$ cat src/rtl/switch_word_loader_pkg.sv
// Shared types and sizes for the switch word loader.
package switch_word_loader_pkg;
  localparam int unsigned BYTES  = 4;
  localparam int unsigned WORD_W = 32;
  localparam int unsigned BYTE_W = 8;

  typedef enum logic [1:0] {
    IDLE,
    COLLECT,
    EMIT
  } state_t;
endpackage

$ cat src/rtl/btn_debounce.sv
// Two-flop synchronizer followed by a stable-count filter; rise pulses for one
// cycle when the filtered level goes high.
module btn_debounce #(
  parameter int unsigned DB_CYCLES = 16
) (
  input  logic CLK,
  input  logic RST_N,
  input  logic raw,
  output logic level,
  output logic rise
);
  localparam int unsigned CW = $clog2(DB_CYCLES + 1);

  logic          r_sync1;
  logic          r_sync2;
  logic          r_level;
  logic          r_rise;
  logic [CW-1:0] r_cnt;

  always_ff @(posedge CLK or negedge RST_N) begin
    if (!RST_N) begin
      r_sync1 <= 1'b0;
      r_sync2 <= 1'b0;
      r_level <= 1'b0;
      r_rise  <= 1'b0;
      r_cnt   <= '0;
    end else begin
      r_sync1 <= raw;
      r_sync2 <= r_sync1;
      r_rise  <= 1'b0;
      if (r_sync2 == r_level) begin
        r_cnt <= '0;
      end else if (r_cnt == CW'(DB_CYCLES - 1)) begin
        // The DB_CYCLES-th consecutive mismatch commits the new level.
        r_cnt   <= '0;
        r_level <= r_sync2;
        r_rise  <= r_sync2;
      end else begin
        r_cnt <= r_cnt + 1'b1;
      end
    end
  end

  assign level = r_level;
  assign rise  = r_rise;
endmodule

$ cat src/rtl/switch_word_loader.sv
// Assembles a 32-bit word from four debounced button presses of the 8 switches
// and publishes it on value with a one-cycle enable strobe.
module switch_word_loader
  import switch_word_loader_pkg::*;
#(
  parameter int unsigned DB_CYCLES      = 16,
  parameter int unsigned TIMEOUT_CYCLES = 1024
) (
  input  logic              CLK,
  input  logic              RST_N,
  input  logic              BTN,
  input  logic [BYTE_W-1:0] SW,
  input  logic              CLR,
  output logic [WORD_W-1:0] value,
  output logic              enable,
  output logic              busy,
  output logic [1:0]        byte_idx
);
  localparam int unsigned TW = $clog2(TIMEOUT_CYCLES + 1);
  localparam int unsigned SW_W = WORD_W - BYTE_W;

  state_t              r_state;
  state_t              w_state_nxt;
  logic [BYTE_W-1:0]   r_sw_sync1;
  logic [BYTE_W-1:0]   r_sw_sync2;
  logic [SW_W-1:0]     r_shift;
  logic [SW_W-1:0]     w_shift_nxt;
  logic [1:0]          r_byte_idx;
  logic [1:0]          w_idx_nxt;
  logic [WORD_W-1:0]   r_value;
  logic [WORD_W-1:0]   w_value_nxt;
  logic [TW-1:0]       r_tmo;
  logic [TW-1:0]       w_tmo_nxt;
  logic                w_level;
  logic                w_rise;
  logic                w_press;

  btn_debounce #(
    .DB_CYCLES(DB_CYCLES)
  ) u_db (
    .CLK  (CLK),
    .RST_N(RST_N),
    .raw  (BTN),
    .level(w_level),
    .rise (w_rise)
  );

  assign w_press = w_rise & w_level;

  always_ff @(posedge CLK or negedge RST_N) begin
    if (!RST_N) begin
      r_sw_sync1 <= '0;
      r_sw_sync2 <= '0;
      r_state    <= IDLE;
      r_shift    <= '0;
      r_byte_idx <= '0;
      r_value    <= '0;
      r_tmo      <= '0;
    end else begin
      r_sw_sync1 <= SW;
      r_sw_sync2 <= r_sw_sync1;
      r_state    <= w_state_nxt;
      r_shift    <= w_shift_nxt;
      r_byte_idx <= w_idx_nxt;
      r_value    <= w_value_nxt;
      r_tmo      <= w_tmo_nxt;
    end
  end

  // The fourth byte goes straight into value so enable and the new word coincide.
  always_comb begin
    w_state_nxt = r_state;
    w_shift_nxt = r_shift;
    w_idx_nxt   = r_byte_idx;
    w_value_nxt = r_value;
    w_tmo_nxt   = '0;
    case (r_state)
      IDLE: begin
        if (w_press) begin
          w_shift_nxt = {{(SW_W - BYTE_W){1'b0}}, r_sw_sync2};
          w_idx_nxt   = 2'd1;
          w_state_nxt = COLLECT;
        end
      end
      COLLECT: begin
        if (w_press) begin
          if (r_byte_idx == 2'd3) begin
            w_value_nxt = {r_shift, r_sw_sync2};
            w_shift_nxt = '0;
            w_idx_nxt   = '0;
            w_state_nxt = EMIT;
          end else begin
            w_shift_nxt = {r_shift[SW_W-BYTE_W-1:0], r_sw_sync2};
            w_idx_nxt   = r_byte_idx + 2'd1;
          end
        end else if (r_tmo == TW'(TIMEOUT_CYCLES - 1)) begin
          w_shift_nxt = '0;
          w_idx_nxt   = '0;
          w_state_nxt = IDLE;
        end else begin
          w_tmo_nxt = r_tmo + 1'b1;
        end
      end
      EMIT:    w_state_nxt = IDLE;
      default: w_state_nxt = IDLE;
    endcase
    if (CLR) begin
      w_state_nxt = IDLE;
      w_shift_nxt = '0;
      w_idx_nxt   = '0;
      w_value_nxt = '0;
      w_tmo_nxt   = '0;
    end
  end

  assign value    = r_value;
  assign enable   = (r_state == EMIT);
  assign busy     = (r_state == COLLECT);
  assign byte_idx = r_byte_idx;
endmodule

$ cat config.mk
export PLATFORM = sky130hd
export DESIGN_NAME = switch_word_loader
export DESIGN_NICKNAME = d
export VERILOG_FILES = /design/src/rtl/switch_word_loader_pkg.sv /design/src/rtl/btn_debounce.sv /design/src/rtl/switch_word_loader.sv
export SDC_FILE = /design/constraint.sdc
export NUM_CORES = 1
export LEC_CHECK = 0
export BUFFER_PORTS_ARGS = -buffer_cell sky130_fd_sc_hd__buf_2
export CORE_MARGIN = 4
export CORE_UTILIZATION = 60
export CTS_CLUSTER_SIZE = 40
export DETAILED_ROUTE_END_ITERATION = 12
export GPL_TIMING_DRIVEN = 1
export PLACE_DENSITY = 0.83
export SETUP_SLACK_MARGIN = 0.3
export SYNTH_ARGS = -nofsm -noshare
export SYNTH_HDL_FRONTEND = slang
export SYNTH_SLANG_ARGS = --single-unit
$ cat constraint.sdc
create_clock -name CLK -period 4.4 [get_ports CLK]
set_clock_uncertainty 0.05 [all_clocks]
set_input_delay 0.88 -clock CLK [delete_from_list [all_inputs] [get_ports CLK]]
set_output_delay 0.88 -clock CLK [all_outputs]
set_load 0.005 [all_outputs]
==> metrics.md, run 1 <==
| Metric | Value |
|---|---|
| Fillers | 399 |
| Final wirelength | 6.24 mm |
| Iter 0 DRT Violations | 135 |
| Kind of critical path | input pin to flop |
| Startpoint types | input pin |
| Root buffer cell | clkbuf_8 |
| # hold bufs at CTS | 0 |
| Clock Path Buffers | 2 |
| Post-Syn Area | 3550 µm² |
| Slew HR | 47.1% |
| Fmax | 0.463 GHz |
| Final min period | 2.16 ns |
| Worst R2R Setup Slack | 2.36 ns |
| Hold path endpoint | r_sw_sync2[4]$_DFF_PN0_ |
| Nets | 339 |
| DRC viols | 0 |
| GP Congestion | 0.831 |
| Pleak | 1.95 nW |
| Layout Cells excl Fill | 400 |
| Die height | 85.0 µm |
| Cells after Synth | 277 |
| Max-cap violation count | 0 |
| CTS tree | done |
| Overflow after GRT | 0 |
| Clock Latency Late Sink | 0.35 ns |
| Hold Startpoint | r_sw_sync1[4]$_DFF_PN0_ |
| Yosys cell types | 35 |
| Commonest non-fill, non-tap cell in the layout | dfrtp_1 |
| Initial antenna violation count | 0 |
| Reg-to-reg endpoint | value[26]$_DFFE_PN0P_ |
| Commonest non-fill, non-tap cells in the layout | dfrtp_1, buf_2, nand2_1, a22o_1, a21oi_1 |
| Die Wd | 85.0 µm |
| Clock buffer count from CTS | 9 |
| Hold Vio Cnt, Final | 0 |
| Antenna fix cells | 0 |
| Layout cells sized above 1 | 22.3% |
| Initial Utilization | 63.0% |
| Area Overhead vs Synth | 12.0% |
| Net Count, Synth | 292 |
| Die Area | 7220 µm² |
| Largest net degree at the start of global routing | 67 |
| Final setup viols | 0 |
| Worst r2r path cells | 5 |
| Slew of the pin with the lowest slew margin | 0.793 ns |
| WL per Instance | 15.6 µm |
| Count of final max-slew check failures | 0 |
| Register area share after synthesis | 67.6% |
| Register bit total from synthesis | 96 |
| TritonRoute pass-1 iters | 4 |
| YS warnings | 0 |
| Final TNS setup | 0 ns |
| Crit. End Element | flop |
| R2r startpoint | byte_idx[0]$_DFFE_PN0P_ |
| H-tree depth | 3 |
| Critical Path AT | 2.39 ns |
| Avg Cell Area, Syn | 12.8 µm² |
| Via Count | 2241 |
| Total track usage | 19.3% |
| Placed cells | 385 |
| Status | complete, no violations |
| Antenna Nets Post-Route | 0 |
| CP max FO | 23 |
| Cell Pwr Density | 356 nW/µm² |
| Vias/cell | 5.60 |
| Vias in the first global route | 2236 |
| TritonCTS Sinks | 96 |
| # rows | 27 |
| Post-CTS resize count | 0 |
| Post-CTS Setup Bufs | 0 |
| Worst Path Required | 4.63 ns |
| Peak VDD IR | 0.233 mV |
| Type of the worst min-delay path | flop to flop |
| Hold path cells | 0 |
| Area of the core | 5640 µm² |
| IO buf count | 47 |
| RSZ-0062 raised after global routing | false |
| IO Pins | 48 |
| CTS clock-pin slew for the worst setup and hold paths | 0.08 ns |
| Fin crit share | 49.1% |
| HPWL Detailed | 4.10 mm |
| First-pass GRT wire length | 10.9 mm |
cells by family after synthesis:
logic type | Yosys count | synth area share, %
adders and majority gates | 3 | 1.06
muxes | 1 | 0.317
AOI/OAI and AO/OA | 64 | 13.7
and+or+nand+nor | 87 | 12.5
xor gates and xnor gates | 10 | 2.46
DFF | 96 | 67.6
buffers and inverters | 16 | 2.39
worst max-delay path, cell delays in order:
cell      delay (ns)
buf_2           0.25
and4bb_2        0.40
nand2_1         0.07
nor2_2          0.52
a22o_1          0.27
report_power, final:
| group | total, W | switching [W] | internal (W) |
|---|---|---|---|
| Sequential | 0.000897 | 0.00000519 | 0.000892 |
| Combinational | 0.0000365 | 0.0000281 | 0.00000840 |
| Clock | 0.000485 | 0.000285 | 0.000200 |
synth_stat cells, drive strengths merged:
library cell	number	area [µm²]
nand3	4	32.5
and3	1	6.26
nand4	3	18.8
a22o	38	333
nor4b	1	8.76
xor2	4	35.0
a32o	1	10.0
a21oi	21	105
or3	2	12.5
o21ai	2	10.0
and2b	2	15.0
nand3b	1	11.3
o22ai	1	20.0
dfrtp	96	2400
o22a	1	8.76
buf	10	62.6
and2	2	12.5
xnor2	6	52.6
mux2	1	11.3
nand2	43	164
ha	3	37.5
clkbuf	2	7.51
and4bb	1	12.5
inv	4	15.0
or2	1	6.26
nor2b	1	6.26
nor3	5	36.3
nor2	18	72.6
nor4	1	21.3
nor3b	1	7.51
layout make-up:
cell class / count / area, µm² / share of cell area [%]
Multi-Input combinational cell: 165 / 1070 / 26.8
Clock buffer: 9 / 124 / 3.11
Clock inverter: 6 / 36.3 / 0.912
Sequential cell: 96 / 2400 / 60.4
Tap cell: 72 / 90.1 / 2.26
Timing Repair Buffer: 48 / 245 / 6.16
Inverter: 4 / 15.0 / 0.377
how the worst max path moves through the flow:
stage / from / endpoint / cells past startpoint
after floorplan: CLR / r_shift[13]$_DFFE_PN0P_ / 5
after global placement: CLR / r_shift[21]$_DFFE_PN0P_ / 5
after detailed placement: CLR / r_shift[17]$_DFFE_PN0P_ / 5
after CTS: r_state[1]$_DFFE_PN0P_ / busy / 2
after global routing: CLR / r_shift[23]$_DFFE_PN0P_ / 5
final: CLR / r_shift[23]$_DFFE_PN0P_ / 5
sequential cells by signal, indices dropped and copies added (netlist names):
| signal | cells |
|---|---|
| byte_idx | 2 |
| r_shift | 24 |
| r_state | 2 |
| r_sw_sync1 | 8 |
| r_sw_sync2 | 8 |
| r_tmo | 11 |
| u_db.level | 1 |
| u_db.r_cnt | 5 |
| u_db.r_sync1 | 1 |
| u_db.r_sync2 | 1 |
| u_db.rise | 1 |
| value | 32 |
routing by layer:
metal | global-route usage [%] | vias to the layer above | routed length [µm]
li1 | - | 1065 | -
met1 | 28.1 | 1100 | 2960
met2 | 28.0 | 61 | 2780
met3 | 3.88 | 15 | 337
met4 | 9.35 | 0 | 155
met5 | 0 | - | 0
stage by stage:
step	power (W)	cell area (µm²)	hold WS [ns]	utilization, %	setup WS [ns]
3_5_place_dp	0.000953	3820	0.285	67.7	1.95
3_3_place_gp	0.000951	3820	0.281	67.7	2.02
2_1_floorplan	0.000928	3550	0.281	-	2.50
5_1_grt	0.00148	3980	0.310	70.5	2.13
6_report	0.00142	3980	0.303	70.5	2.24
4_1_cts	0.00143	3980	0.302	70.5	2.24
(Power assumes the default switching activity.)
==> inputs of run 2 (changes only) <==
Settings changed: ABC_AREA set to 1, CORE_UTILIZATION 60 to 57, PLACE_DENSITY 0.83 to 0.79.
Clock period 4.4 ns to 2 ns, I/O delays scaled along.
==> run 2 against run 1 <==
Net effect: routed wire length up 18%; count of clock-buffer cells in the layout stayed put; combinational power grew to 14 times the previous value; critical path depth is 4 higher; non-clock buffer count increased by 15; sequential power is 140% higher; worst hold slack lost 0.23 ns; synthesized cell count increased by 48%; flip-flop and latch count unchanged; final cell count rose by 37%.
==> metrics.md, run 2 <==
| Metric | Value |
|---|---|
| Status | complete, no violations |
| Fillers | 517 |
| Post-Syn Area | 3850 µm² |
| First-pass GRT wire length | 12.8 mm |
| Die Area | 8140 µm² |
| Register bit total from synthesis | 96 |
| Count of final max-slew check failures | 0 |
| Design area | 4440 µm² |
| Nets | 481 |
| Die Wd | 90.2 µm |
| Reg area | 2400 µm² |
| Antenna Nets Post-Route | 0 |
| Final wirelength | 7.35 mm |
| Fmax | 0.614 GHz |
| GP Congestion | 0.868 |
| CP Cell Sequence | ha_2, nand2_1, nor2_2, nand3_1, nand2_4, buf_4, nand2_1, nand2_1, nand2_1 |
| Net Count, Synth | 425 |
| Peak VDD IR | 0.701 mV |
| Cell taking the most area after synthesis | dfrtp_1 |
| Max reg flops | 32 |
| Post-synthesis async set-or-reset flop share | 100% |
| Iter 0 DRT Violations | 103 |
| Register area share after synthesis | 62.3% |
| Area of the core | 6460 µm² |
| Root buffer cell | clkbuf_8 |
| Startpoint types | flop |
| HPWL Detailed | 5.22 mm |
| Slew of the pin with the lowest slew margin | 0.530 ns |
| Overflow after GRT | 0 |
| PnR worst setup slack | 0.371 ns |
| Fin crit share | 81.4% |
| Crit. End Element | flop |
| Final TNS setup | 0 ns |
| Area of the multi-input gates | 1290 µm² |
| Crit path largest cell delay | 0.40 ns |
| Max-cap violation count | 0 |
| Commonest non-fill, non-tap cells in the layout | nand2_1, dfrtp_1, nand3_1, buf_2, nor2_1 |
| Antenna fix cells | 0 |
| Initial Utilization | 59.7% |
| Top post-synthesis cells by area | dfrtp_1, nand2_1, nand3_1, nor2_1, inv_1 |
| CTS clock-pin slew for the worst setup and hold paths | 0.11 ns |
| Kind of critical path | flop to flop |
| Vias/cell | 5.24 |
| Yosys cell types | 28 |
| Post-synth top cells | nand2_1, dfrtp_1, nand3_1 |
| DRC viols | 0 |
| Most frequent cell after synthesis | nand2_1 |
| Avg Cell Area, Syn | 9.40 µm² |
| CTS tree | done |
| Crit path max-delay cell type | dfrtp_1 |
| EDFF count, synth | 0 |
| Critical Path AT | 1.84 ns |
| Total track usage | 19.3% |
| WL per Instance | 13.4 µm |
| Area Overhead vs Synth | 15.1% |
| # rows | 29 |
| Final min period | 1.63 ns |
| H-tree depth | 3 |
| Clock buffer count from CTS | 9 |
| Largest net degree at the start of global routing | 37 |
| IO Pins | 48 |
| Initial antenna violation count | 0 |
| Hold Vio Cnt, Final | 0 |
| Pleak | 2.36 nW |
| TritonRoute pass-1 iters | 4 |
| Layout cells sized above 1 | 20.4% |
| Die height | 90.2 µm |
| Slew HR | 64.6% |
| YS warnings | 0 |
| Pre-CTS setup slack | 0.314 ns |
| CP max FO | 6 |
| Type of the worst min-delay path | input pin to flop |
| Vias in the first global route | 2851 |
| Clock Path Buffers | 2 |
| Share of the synthesized area in the top cell type | 62.3% |
| Ys flop type | dfrtp_1 |
| Placed cell area | 4190 µm² |
| RSZ-0062 raised after global routing | true |
| IO buf count | 47 |
| Cells after Synth | 410 |
| Via Count | 2871 |
| Final setup viols | 0 |
| Most frequent CP cell | nand2_1 |
| TritonCTS Sinks | 96 |
| Cell Pwr Density | 877 nW/µm² |
| Commonest non-fill, non-tap cell in the layout | nand2_1 |
| Worst Path Required | 2.21 ns |
| Clock Latency Late Sink | 0.37 ns |
[run 2: changes by cell type after synthesis, moves of 3 or more]
cell	change
inv_1	+14
a21oi_1	-10
nor2_4	+3
xnor2_1	-5
a22o_1	-38
nor3_2	+3
nor3_1	-3
nand3_1	+62
nor2_1	+26
nand2_1	+86
o21ai_0	+5
[run 2: cells by family after synthesis]
kind of cell               share of synthesized area (%)
AOI/OAI and AO/OA                                   2.63
xor gates and xnor gates                           0.682
adders and majority gates                          0.974
buffers and inverters                               4.61
DFF                                                 62.3
and+or+nand+nor                                     28.8
[run 2: stage by stage]
stage / hold slack (ns) / utilization [%] / instances / power (W)
2_1_floorplan: 0.0544 / - / 410 / 0.00251
3_3_place_gp: 0.282 / 64.9 / 529 / 0.00263
3_5_place_dp: 0.286 / 64.9 / 529 / 0.00265
4_1_cts: 0.0622 / 68.1 / 546 / 0.00388
5_1_grt: 0.0524 / 68.7 / 548 / 0.00408
6_report: 0.0715 / 68.7 / 548 / 0.00389
[run 2: repair_timing]
item / 4_1_cts / 5_1_grt
pin swaps: 0 / 1
buffers inserted: 0 / 2
endpoints found under the setup margin: 1 / 34
endpoints found under the hold margin: 25 / 0
gates resized for setup: 0 / 7
hold buffers: 1 / 0
[run 2: metal layers]
layer	vias up	track usage (%)	part of all wire, %
met5	-	0	0
met3	11	4.26	4.4
li1	1420	-	-
met1	1383	24.6	46
met4	0	8.67	1.5
met2	57	31.8	49
[run 2: report_power, final]
group	leakage, nW	total, W	internal [W]	switching, W
logic	0.978	0.000511	0.000170	0.000341
registers	1.29	0.00214	0.00204	0.0000996
clock network	0.0973	0.00124	0.000491	0.000747
[run 2: path summary, 6_finish.rpt]
path	from	endpoint	slack, ns	depth (start not counted)
worst max-delay path	r_tmo[0]$_DFF_PN0_	r_state[0]$_DFFE_PN0P_	0.37	9
worst min-delay path	SW[7]	r_sw_sync1[7]$_DFF_PN0_	0.07	1
worst max register to register	r_tmo[0]$_DFF_PN0_	r_state[0]$_DFFE_PN0P_	0.37	9
worst min register to register	r_sw_sync1[4]$_DFF_PN0_	r_sw_sync2[4]$_DFF_PN0_	0.30	0
max in group asynchronous	RST_N	r_shift[15]$_DFFE_PN0P_	0.92	3
min in group asynchronous	RST_N	r_shift[19]$_DFFE_PN0P_	0.43	2
[run 2: area by class of cell]
type / instances / area share (%)
clock buffer: 9 / 2.79
clock inverter: 7 / 1.58
inverter: 19 / 1.61
multi-input combinational: 277 / 29.2
sequential: 96 / 54.2
tap: 77 / 2.17
timing repair buffer: 63 / 8.49
[run 2: worst max-delay path, delay by kind of cell, from the launching register on]
kind	cells	cell delay, ns
buffers and inverters	1	0.17
flip-flops	1	0.40
adder cells (fa/ha/maj)	1	0.21
AND/OR/NAND/NOR	7	0.70
==> inputs of run 3 (changes only) <==
Clock period 2 ns to 1.5 ns, I/O delays scaled along.
==> run 3 against run 2 <==
Net effect: the run now ends with negative setup slack left; flip-flop and latch count unchanged; combinational power grew to 2.9 times the previous value; critical path depth down 1; count of clock-buffer cells in the layout stayed put; cell area is 33% higher; setup slack got worse by 0.51 ns; global-route usage rose by 6.9 points; final cell count up 15%; worst hold slack better by 0.23 ns; sequential power up 35%; critical endpoint unchanged.
==> metrics.md, run 3 (same netlist as run 2, synthesis figures left out) <==
| Metric | Value |
|---|---|
| Iter 0 DRT Violations | 499 |
| Final wirelength | 14.0 mm |
| Crit path largest cell delay | 0.43 ns |
| Kind of critical path | flop to flop |
| TritonCTS Sinks | 96 |
| Hold path cells | 3 |
| Critical Path AT | 1.86 ns |
| Final min period | 1.64 ns |
| Worst R2R Setup Slack | -0.14 ns |
| HPWL Detailed | 5.23 mm |
| RSZ-0062 raised after global routing | true |
| Commonest non-fill, non-tap cells in the layout | nand2_1, dfrtp_1, buf_4, buf_2, nand3_1 |
| Hold path endpoint | value[15]$_DFFE_PN0P_ |
| GP Congestion | 0.885 |
| Die Area | 8140 µm² |
| Hold Vio Cnt, Final | 0 |
| Total track usage | 26.3% |
| First-pass GRT wire length | 16.8 mm |
| CP max FO | 7 |
| Area Overhead vs Synth | 53.4% |
| Startpoint types | flop |
| DRC viols | 0 |
| R2r startpoint | r_tmo[4]$_DFF_PN0_ |
| Count of final max-slew check failures | 0 |
| Die Wd | 90.2 µm |
| CP Buf/Inv Count | 1 |
| Total Power | 0.00622 W |
| Cell Pwr Density | 1050 nW/µm² |
| # rows | 29 |
| Vias/cell | 6.20 |
| Metal1 wirelength | 4.87 mm |
| Clock Latency Late Sink | 0.38 ns |
| Peak VDD IR | 1.19 mV |
| CP top delay family | simple AND/OR/NAND/NOR gates |
| WL met3 | 1.22 mm |
| Slew of the pin with the lowest slew margin | 0.423 ns |
| Via Count | 3906 |
| Failing checks | negative setup slack |
| WL per Instance | 22.1 µm |
| CTS tree | done |
| Commonest non-fill, non-tap cell in the layout | nand2_1 |
| Max-cap violation count | 0 |
| Crit. End Element | flop |
| Design area | 5910 µm² |
| Pleak | 2.98 nW |
| Placed cell area | 4290 µm² |
| Most frequent CP cell | nand2_1 |
| Reg-to-reg endpoint | r_state[0]$_DFFE_PN0P_ |
| Worst r2r path cells | 8 |
| Antenna Nets Post-Route | 0 |
| Type of the worst min-delay path | input pin to flop |
| Status | complete, but fails checks |
| Overflow after GRT | 0 |
| Slew HR | 71.8% |
| CP Cell Sequence | nand2_1, nor2_4, nand3_4, nand2_8, buf_6, nand2_4, nand2_2, nand2_1 |
| Hold Startpoint | CLR |
| TritonRoute pass-1 iters | 5 |
| WP depth | 8 |
| Layout cells sized above 1 | 48.1% |
| Die height | 90.2 µm |
| Max reg flops | 32 |
| IO buf count | 47 |
| Largest net degree at the start of global routing | 36 |
| Clock buffer count from CTS | 9 |
| Fmax | 0.610 GHz |
| Met2 Wirelength | 7.07 mm |
| Crit path max-delay cell type | dfrtp_1 |
| Root buffer cell | clkbuf_8 |
| PnR worst setup slack | -0.140 ns |
| Fin crit share | 109% |
| Initial antenna violation count | 0 |
| Area of the core | 6460 µm² |
| Antenna fix cells | 0 |
| Nets | 563 |
| Initial Utilization | 59.7% |
| Clock Path Buffers | 2 |
| Top Layer Used | met4 |
| Worst Path Required | 1.72 ns |
| H-tree depth | 3 |
| Final setup viols | 61 |
| CTS clock-pin slew for the worst setup and hold paths | 0.10 ns |
| Vias in the first global route | 3435 |
| IO Pins | 48 |
run 3: report_power, final:
group | internal (W) | leakage [nW] | switching [W]
clock | 0.000807 | 0.107 | 0.00104
sequential | 0.00273 | 1.28 | 0.000163
combinational | 0.000607 | 1.59 | 0.000873
run 3: worst register-to-register path: stages, from the launching register on:
cell and delay (ns):
dfrtp_1 0.43, nand2_1 0.20, nor2_4 0.21, nand3_4 0.12, nand2_8 0.16, buf_6 0.17, nand2_4 0.07, nand2_2 0.07
nand2_1 0.05
run 3: final cells by class:
cell class | instances | area, µm²
clock buffer | 9 | 124
fill | 232 | 548
multi-input combinational | 279 | 1840
sequential | 96 | 2410
timing repair buffer | 143 | 1290
tap | 77 | 96.3
inverter | 19 | 71.3
clock inverter | 7 | 85.1
run 3: how the worst max path moves through the flow:
stage	from	to	slack [ns]
final	r_tmo[4]$_DFF_PN0_	r_state[0]$_DFFE_PN0P_	-0.14
after global routing	r_state[1]$_DFFE_PN0P_	value[10]$_DFFE_PN0P_	-0.19
after CTS	r_tmo[1]$_DFF_PN0_	r_state[0]$_DFFE_PN0P_	0.06
after floorplan	r_tmo[0]$_DFF_PN0_	byte_idx[1]$_DFFE_PN0P_	0.13
after global placement	CLR	value[23]$_DFFE_PN0P_	0.06
after detailed placement	CLR	value[23]$_DFFE_PN0P_	0.005
run 3: timing repair:
action	CTS	global route
pin swaps	12	21
hold buffers	10	0
gates resized for setup	67	92
gates cloned	7	3
hold endpoints to repair	36	0
setup endpoints to repair	109	112
buffers inserted	42	18
run 3: per-stage QoR:
step           worst slack, ns  TNS, ns  hold WS [ns]  instances  utilization [%]
3_5_place_dp           0.00482        0         0.214        534             66.4
3_3_place_gp            0.0619        0         0.204        534             66.4
5_1_grt                 -0.191    -7.73         0.289        630             91.5
4_1_cts                 0.0601        0         0.279        609             82.1
2_1_floorplan            0.132        0       -0.0456        410                -
6_report                -0.140    -4.00         0.298        630             91.5
run 3: per-layer routing:
layer / vias up / global-route usage (%)
met1: 1885 / 33.8
met3: 109 / 5.01
li1: 1580 / -
met5: - / 0
met4: 0 / 11.0
met2: 332 / 43.9
